<file path="config.mk">
export PLATFORM = sky130hd
export DESIGN_NAME = encoder_8b10b_lanes
export DESIGN_NICKNAME = d
export VERILOG_FILES = /design/src/rtl/encoder_8b10b_lanes.sv
export SDC_FILE = /design/constraint.sdc
export NUM_CORES = 1
export LEC_CHECK = 0
export BUFFER_PORTS_ARGS = -buffer_cell sky130_fd_sc_hd__buf_2
export CORE_UTILIZATION = 52
export DETAILED_ROUTE_END_ITERATION = 10
export GPL_ROUTABILITY_DRIVEN = 0
export GPL_TIMING_DRIVEN = 0
export PLACE_DENSITY = 0.78
export SKIP_LAST_GASP = 1
export SYNTH_ARGS = -nofsm -noshare
export SYNTH_HDL_FRONTEND = slang
export SYNTH_SLANG_ARGS = --single-unit
</file>
<file path="constraint.sdc">
create_clock -name clk -period 2.2 [get_ports clk]
set_clock_uncertainty 0.2 [all_clocks]
set_input_delay 0.11 -clock clk [delete_from_list [all_inputs] [get_ports clk]]
set_output_delay 0.11 -clock clk [all_outputs]
set_load 0.05 [all_outputs]
</file>
<file path="src/rtl/encoder_8b10b_lanes.sv">
// ---------------------------------------------------------------------------
// encoder_8b10b_lanes
//   Multi-lane 8b/10b encoder. Encodes LANES bytes per beat and chains the
//   running disparity (RD) from lane to lane inside a beat and from beat to
//   beat. Lane 0 is first in time. There is one registered output stage with
//   valid/ready handshakes on both sides.
//
// Parameters
//   LANES       bytes per beat (1..8)
//   DISP_INIT   RD after reset (0 = RD-, 1 = RD+)
//   BIT_REVERSE 0: code bit a at bit 9 of each lane, j at bit 0
//               1: code bit a at bit 0 of each lane, j at bit 9
//
// Ports
//   clk, rst         clock, asynchronous active-high reset
//   en               global enable; low freezes all state
//   disp_load/val    one-cycle RD load; wins over the beat RD update
//   in_valid/ready   input handshake
//   din, kin         lane i byte at [8i+7:8i] (HGFEDCBA), lane i K flag
//   out_valid/ready  output handshake
//   dout             lane i code group at [10i+9:10i]
//   disp             RD after the last lane of the beat on dout
//   kin_err          lane i requested an illegal K code
// ---------------------------------------------------------------------------
module encoder_8b10b_lanes #(
  parameter int LANES       = 2,
  parameter bit DISP_INIT   = 1'b0,
  parameter bit BIT_REVERSE = 1'b0
) (
  input  logic                  clk,
  input  logic                  rst,
  input  logic                  en,
  input  logic                  disp_load,
  input  logic                  disp_val,
  input  logic                  in_valid,
  output logic                  in_ready,
  input  logic [8*LANES-1:0]    din,
  input  logic [LANES-1:0]      kin,
  output logic                  out_valid,
  input  logic                  out_ready,
  output logic [10*LANES-1:0]   dout,
  output logic                  disp,
  output logic [LANES-1:0]      kin_err
);

  generate
    if (LANES < 1 || LANES > 8) begin : g_bad_lanes
      $error("encoder_8b10b_lanes: LANES must be in 1..8");
    end
  endgenerate

  // 5b/6b data codes (abcdei, a in MSB) as used at RD-.
  function automatic logic [5:0] data6(input logic [4:0] x);
    logic [5:0] c;
    case (x)
      5'd0:    c = 6'b100111;
      5'd1:    c = 6'b011101;
      5'd2:    c = 6'b101101;
      5'd3:    c = 6'b110001;
      5'd4:    c = 6'b110101;
      5'd5:    c = 6'b101001;
      5'd6:    c = 6'b011001;
      5'd7:    c = 6'b111000;
      5'd8:    c = 6'b111001;
      5'd9:    c = 6'b100101;
      5'd10:   c = 6'b010101;
      5'd11:   c = 6'b110100;
      5'd12:   c = 6'b001101;
      5'd13:   c = 6'b101100;
      5'd14:   c = 6'b011100;
      5'd15:   c = 6'b010111;
      5'd16:   c = 6'b011011;
      5'd17:   c = 6'b100011;
      5'd18:   c = 6'b010011;
      5'd19:   c = 6'b110010;
      5'd20:   c = 6'b001011;
      5'd21:   c = 6'b101010;
      5'd22:   c = 6'b011010;
      5'd23:   c = 6'b111010;
      5'd24:   c = 6'b110011;
      5'd25:   c = 6'b100110;
      5'd26:   c = 6'b010110;
      5'd27:   c = 6'b110110;
      5'd28:   c = 6'b001110;
      5'd29:   c = 6'b101110;
      5'd30:   c = 6'b011110;
      default: c = 6'b101011;
    endcase
    return c;
  endfunction

  // 3b/4b data codes (fghj) as used when the RD after the 6b block is RD-.
  function automatic logic [3:0] data4(input logic [2:0] y, input logic alt7);
    logic [3:0] c;
    case (y)
      3'd0:    c = 4'b1011;
      3'd1:    c = 4'b1001;
      3'd2:    c = 4'b0101;
      3'd3:    c = 4'b1100;
      3'd4:    c = 4'b1101;
      3'd5:    c = 4'b1010;
      3'd6:    c = 4'b0110;
      default: c = alt7 ? 4'b0111 : 4'b1110;
    endcase
    return c;
  endfunction

  // 3b/4b codes for K28.y when the RD after the 6b block is RD-. Unlike the
  // data table, the balanced entries are also complemented at RD+ so that
  // K28.1/5/7 carry the comma.
  function automatic logic [3:0] k28_4(input logic [2:0] y);
    logic [3:0] c;
    case (y)
      3'd0:    c = 4'b1011;
      3'd1:    c = 4'b0110;
      3'd2:    c = 4'b1010;
      3'd3:    c = 4'b1100;
      3'd4:    c = 4'b1101;
      3'd5:    c = 4'b0101;
      3'd6:    c = 4'b1001;
      default: c = 4'b0111;
    endcase
    return c;
  endfunction

  // Returns {kin_err, rd_out, code[9:0]} for one lane.
  function automatic logic [11:0] encode_lane(input logic rd_in,
                                              input logic [7:0] d,
                                              input logic k);
    logic [4:0] x;
    logic [2:0] y;
    logic       k28, kx7, k_ok, use_k28;
    logic       flip6, flip4, rd_mid, rd_out, alt7;
    logic [5:0] c6;
    logic [3:0] c4;
    logic [9:0] code, ordered;
    x       = d[4:0];
    y       = d[7:5];
    k28     = (x == 5'd28);
    kx7     = (y == 3'd7) && ((x == 5'd23) || (x == 5'd27) ||
                              (x == 5'd29) || (x == 5'd30));
    k_ok    = k && (k28 || kx7);
    use_k28 = k_ok && k28;

    if (use_k28) begin
      c6    = 6'b001111;
      flip6 = 1'b1;
    end else begin
      c6    = data6(x);
      flip6 = ($countones(c6) != 3);
    end
    // D7 is balanced but still has a distinct RD+ form.
    if (rd_in && (flip6 || (x == 5'd7)))
      c6 = ~c6;
    rd_mid = rd_in ^ flip6;

    // A7 avoids a run of five equal bits across the 6b/4b boundary; K.x.7
    // always uses the A7 form.
    alt7 = k_ok ||
           (!rd_mid && ((x == 5'd17) || (x == 5'd18) || (x == 5'd20))) ||
           ( rd_mid && ((x == 5'd11) || (x == 5'd13) || (x == 5'd14)));

    c4    = use_k28 ? k28_4(y) : data4(y, alt7);
    flip4 = (y == 3'd0) || (y == 3'd4) || (y == 3'd7);
    if (rd_mid && (flip4 || (y == 3'd3) || use_k28))
      c4 = ~c4;
    rd_out = rd_mid ^ flip4;

    code = {c6, c4};
    if (BIT_REVERSE) begin
      for (int j = 0; j < 10; j++)
        ordered[j] = code[9-j];
    end else begin
      ordered = code;
    end
    return {k && !k_ok, rd_out, ordered};
  endfunction

  logic                 rd;
  logic                 accept;
  logic                 enc_rd;
  logic [10*LANES-1:0]  enc_code;
  logic [LANES-1:0]     enc_err;

  assign in_ready = en & (~out_valid | out_ready);
  assign accept   = in_valid & in_ready;

  // RD ripples through the lanes within a single combinational pass.
  always_comb begin : encode_chain
    logic        rd_cur;
    logic [11:0] res;
    rd_cur   = rd;
    res      = '0;
    enc_code = '0;
    enc_err  = '0;
    for (int i = 0; i < LANES; i++) begin
      res                  = encode_lane(rd_cur, din[8*i +: 8], kin[i]);
      enc_code[10*i +: 10] = res[9:0];
      enc_err[i]           = res[11];
      rd_cur               = res[10];
    end
    enc_rd = rd_cur;
  end

  always_ff @(posedge clk or posedge rst) begin
    if (rst) begin
      out_valid <= 1'b0;
      dout      <= '0;
      disp      <= DISP_INIT;
      kin_err   <= '0;
      rd        <= DISP_INIT;
    end else if (en) begin
      if (accept) begin
        out_valid <= 1'b1;
        dout      <= enc_code;
        disp      <= enc_rd;
        kin_err   <= enc_err;
      end else if (out_ready) begin
        out_valid <= 1'b0;
      end
      // The load wins; the beat accepted this cycle already used the old RD.
      if (disp_load)
        rd <= disp_val;
      else if (accept)
        rd <= enc_rd;
    end
  end

endmodule
</file>
==> results.md <==
* Status: finished, violations left
* Failing checks: negative setup slack
* FF-to-FF path depth at 7
* Commonest cells in the netlist: nand2_1, nor2_1, o21ai_0
* Global-route wire length before repair at 14.03 mm
* Layout area overhead at 42.77%
* Cells after DPL at 478
* Max-Slew Margin vs Limit at 0.3015
* Die height at 75.87 um
* YS warnings at 0
* Combinational share of power at 0.742
* Area share of the leading cell type in the synthesized netlist at 0.2205
* Power Density at 952.2 nW/um2
* Post-synth net total at 417
* CP Max Fanout at 7
* RSZ-0062 raised after global routing: true
* R2r setup slk at -0.26 ns
* Worst-case clock buffer depth at 2
* Endpoints failing setup at 22
* Cell Rows at 26
* Hold_sp: kin[1]
* Max_cap viols at 0
* Fin crit period at 4.359 ns
* Hold Fails Final Rpt at 0
* Final wirelength at 9.177 mm
* Post-DRT Antenna Nets at 0
* Worst Setup SP: din[8]
* Post-route cell area at 4051 um2
* TritonCTS clock tree: built
* Post-synthesis area per instance at 7.817 um2
* IO buf count at 45
* Pre-CTS WS at -2.672 ns
* Critical Path RT at 2.17 ns
* DRC violations left at 0
* Nets at 520
* Die W at 75.87 um
* Vias in the first global route at 2946
* Register area share after synthesis at 0.2205
* Sw frac at 0.5033
* Achievable Freq at 0.2294 GHz
* Placed cell area at 3368 um2
* Post-route setup slack at -2.159 ns
* Drt first pass iters at 5
* Detailed Place HPWL at 5.688 mm
* Yosys reg bits at 25
* 1st-iter DRT viols at 293
* Switching power total at 0.001942 W
* Reg clk slew, reported paths at 0.09 ns
* H-tree depth at 1
* Wire length per cell at 17.15 um
* Initial antenna violation count at 0
* Measured slew at the worst slew-check pin at 1.021 ns
* # clock sinks at 25
* Synthesized cell area at 2838 um2
* IO Pins at 50
* WP data arrival at 4.33 ns
* Clock power frac at 0.072
* WHS at 0.04182 ns
* Hold Crit Class: input pin to register
* P_int at 0.001916 W
* Reg2reg end: dout[10]
* Hold endpoint: kin_err[1]
* Core area at 5172 um2
* Yosys cell types at 59
* Overall Global Routing Usage at 0.3251
* Asr flop ratio synth at 1.000
* Largest net degree at the start of global routing at 26
* Static Leak at 1.845 nW
* Setup TNS Final at -42.47 ns
* Clock latency on the worst-skew pair at 0.27 ns
* Peak VDD IR at 0.6022 mV
* Slew Viols, Final at 0
* Tcrit/Tclk final at 1.981
* CP startpoint kind: input pin
* Share of cells above drive strength 1 at 0.3505
* Cell Count, Final, Fillers Out at 535
* Setup crit end kind: register
* Diode count at 0
* Via Count at 3244
* Worst Setup Path Type: input pin to register
* Sequential share of power at 0.187
* Reg2reg start: rd
* Initial Utilization at 0.5486
* Primary FF master, synth: dfrtp_1
* Vias per std cell at 6.064
* Most frequent cell after synthesis: nand2_1
* CTS Root Cell: clkbuf_8
* GRT overflow at 0
* Ranking of synthesized cells by area: dfrtp_1, ha_1, nand2_1
* Total CTS buffers at 3
* EDFF count, synth at 0
* Largest area contributor in the netlist: dfrtp_1
* Hold path depth at 3
* Die area at 5756 um2
* Gate Count Post-Synth at 363
==> kinds of logic (layout without fill, tap and decap cells) <==
logic type	Yosys count	count (layout)	share of synthesized area
AND/OR/NAND/NOR	134	134	0.2116
AO/OA/AOI/OAI	101	101	0.2452
buffers and inverters	42	144	0.05996
adder cells (fa/ha/maj)	29	29	0.1437
flip-flops	25	25	0.2205
XOR/XNOR	23	23	0.08686
multiplexers	9	9	0.03219
==> area by class of cell <==
type	count	area, um2
Tap cell	70	87.58
Fill cell	343	1121
Clock inverter	1	5.005
Inverter	21	101.3
Multi-Input combinational cell	296	2311
Clock buffer	3	41.29
Timing Repair Buffer	98	703.2
Sequential cell	25	625.6
Buffer	21	176.4
==> worst max-delay path by stage <==
stage                     to  slack, ns  cells past startpoint
floorplan           dout[10]      -2.05                     17
global placement    dout[10]      -2.60                     21
detailed placement  dout[10]      -2.67                     21
CTS                 dout[10]      -2.03                     21
global route        dout[10]      -2.29                     19
finish              dout[10]      -2.16                     19
==> per-stage QoR <==
step,power (W),util
after floorplan,0.002491,-
after global placement,0.002900,0.6512
after detailed placement,0.002941,0.6512
after CTS,0.003482,0.7627
after global routing,0.004068,0.7833
final,0.003858,0.7833
==> layer usage <==
layer | GRT usage | vias up | wire, um
li1 | - | 1482 | -
met1 | 0.3850 | 1543 | 3581
met3 | 0.05291 | 33 | 609
met2 | 0.5841 | 186 | 4679
met4 | 0.1276 | 0 | 307
met5 | 0 | - | 0
==> power by group through the flow <==
stage	Combinational [W]	Clock, W	Sequential, W
after floorplan	0.00115	0	0.00134
after global placement	0.00218	0	0.000722
after detailed placement	0.00221	0	0.000728
after CTS	0.00249	0.000276	0.000717
after global routing	0.00303	0.000293	0.000747
final	0.00286	0.000276	0.000720
==> flip-flops by register name (all words and copies together), names as in the netlist <==
register and count:
disp 1, rd 1, out_valid 1, dout 20
kin_err 2
==> layout by cell type, fill, tap and decap left out, types with 4 or more instances in the layout <==
cell type / instances
a211oi_1: 4
buf_6: 5
a221oi_1: 4
buf_2: 41
mux2i_1: 5
dfrtp_1: 25
xnor2_2: 6
inv_1: 12
nand3_1: 8
o22ai_1: 4
nand2b_1: 4
nor2_1: 34
ha_4: 4
xor2_1: 10
buf_4: 44
a31oi_1: 7
nor3_1: 5
a2111oi_0: 5
o21ai_0: 18
o21ai_1: 13
dlygate4sd3_1: 7
a21oi_1: 11
clkbuf_1: 9
clkbuf_8: 7
inv_2: 4
fa_1: 6
ha_1: 16
nand2_1: 55
==> worst max-delay path: stages <==
cell and delay [ns]:
buf_4 0.14, inv_2 0.11, ha_4 0.21, nand2_1 0.05, o21ai_0 0.09, a222oi_1 0.41, buf_4 0.20, fa_1 0.39
inv_1 0.09, fa_1 0.42, ha_2 0.21, inv_2 0.05, fa_1 0.40, nand3b_1 0.24, a41oi_4 0.35, xnor2_4 0.13
mux2i_2 0.18, a2111o_1 0.41, o2111a_1 0.12
==> repair_timing <==
| action | 4_1_cts | 5_1_grt |
|---|---|---|
| endpoints found under the setup margin | 22 | 23 |
| pin swaps | 17 | 21 |
| hold buffers | 7 | 0 |
| resized for setup | 31 | 23 |
| hold endpoints to repair | 28 | 0 |
| setup buffers | 45 | 6 |
Power figures use the tool's default switching activity.
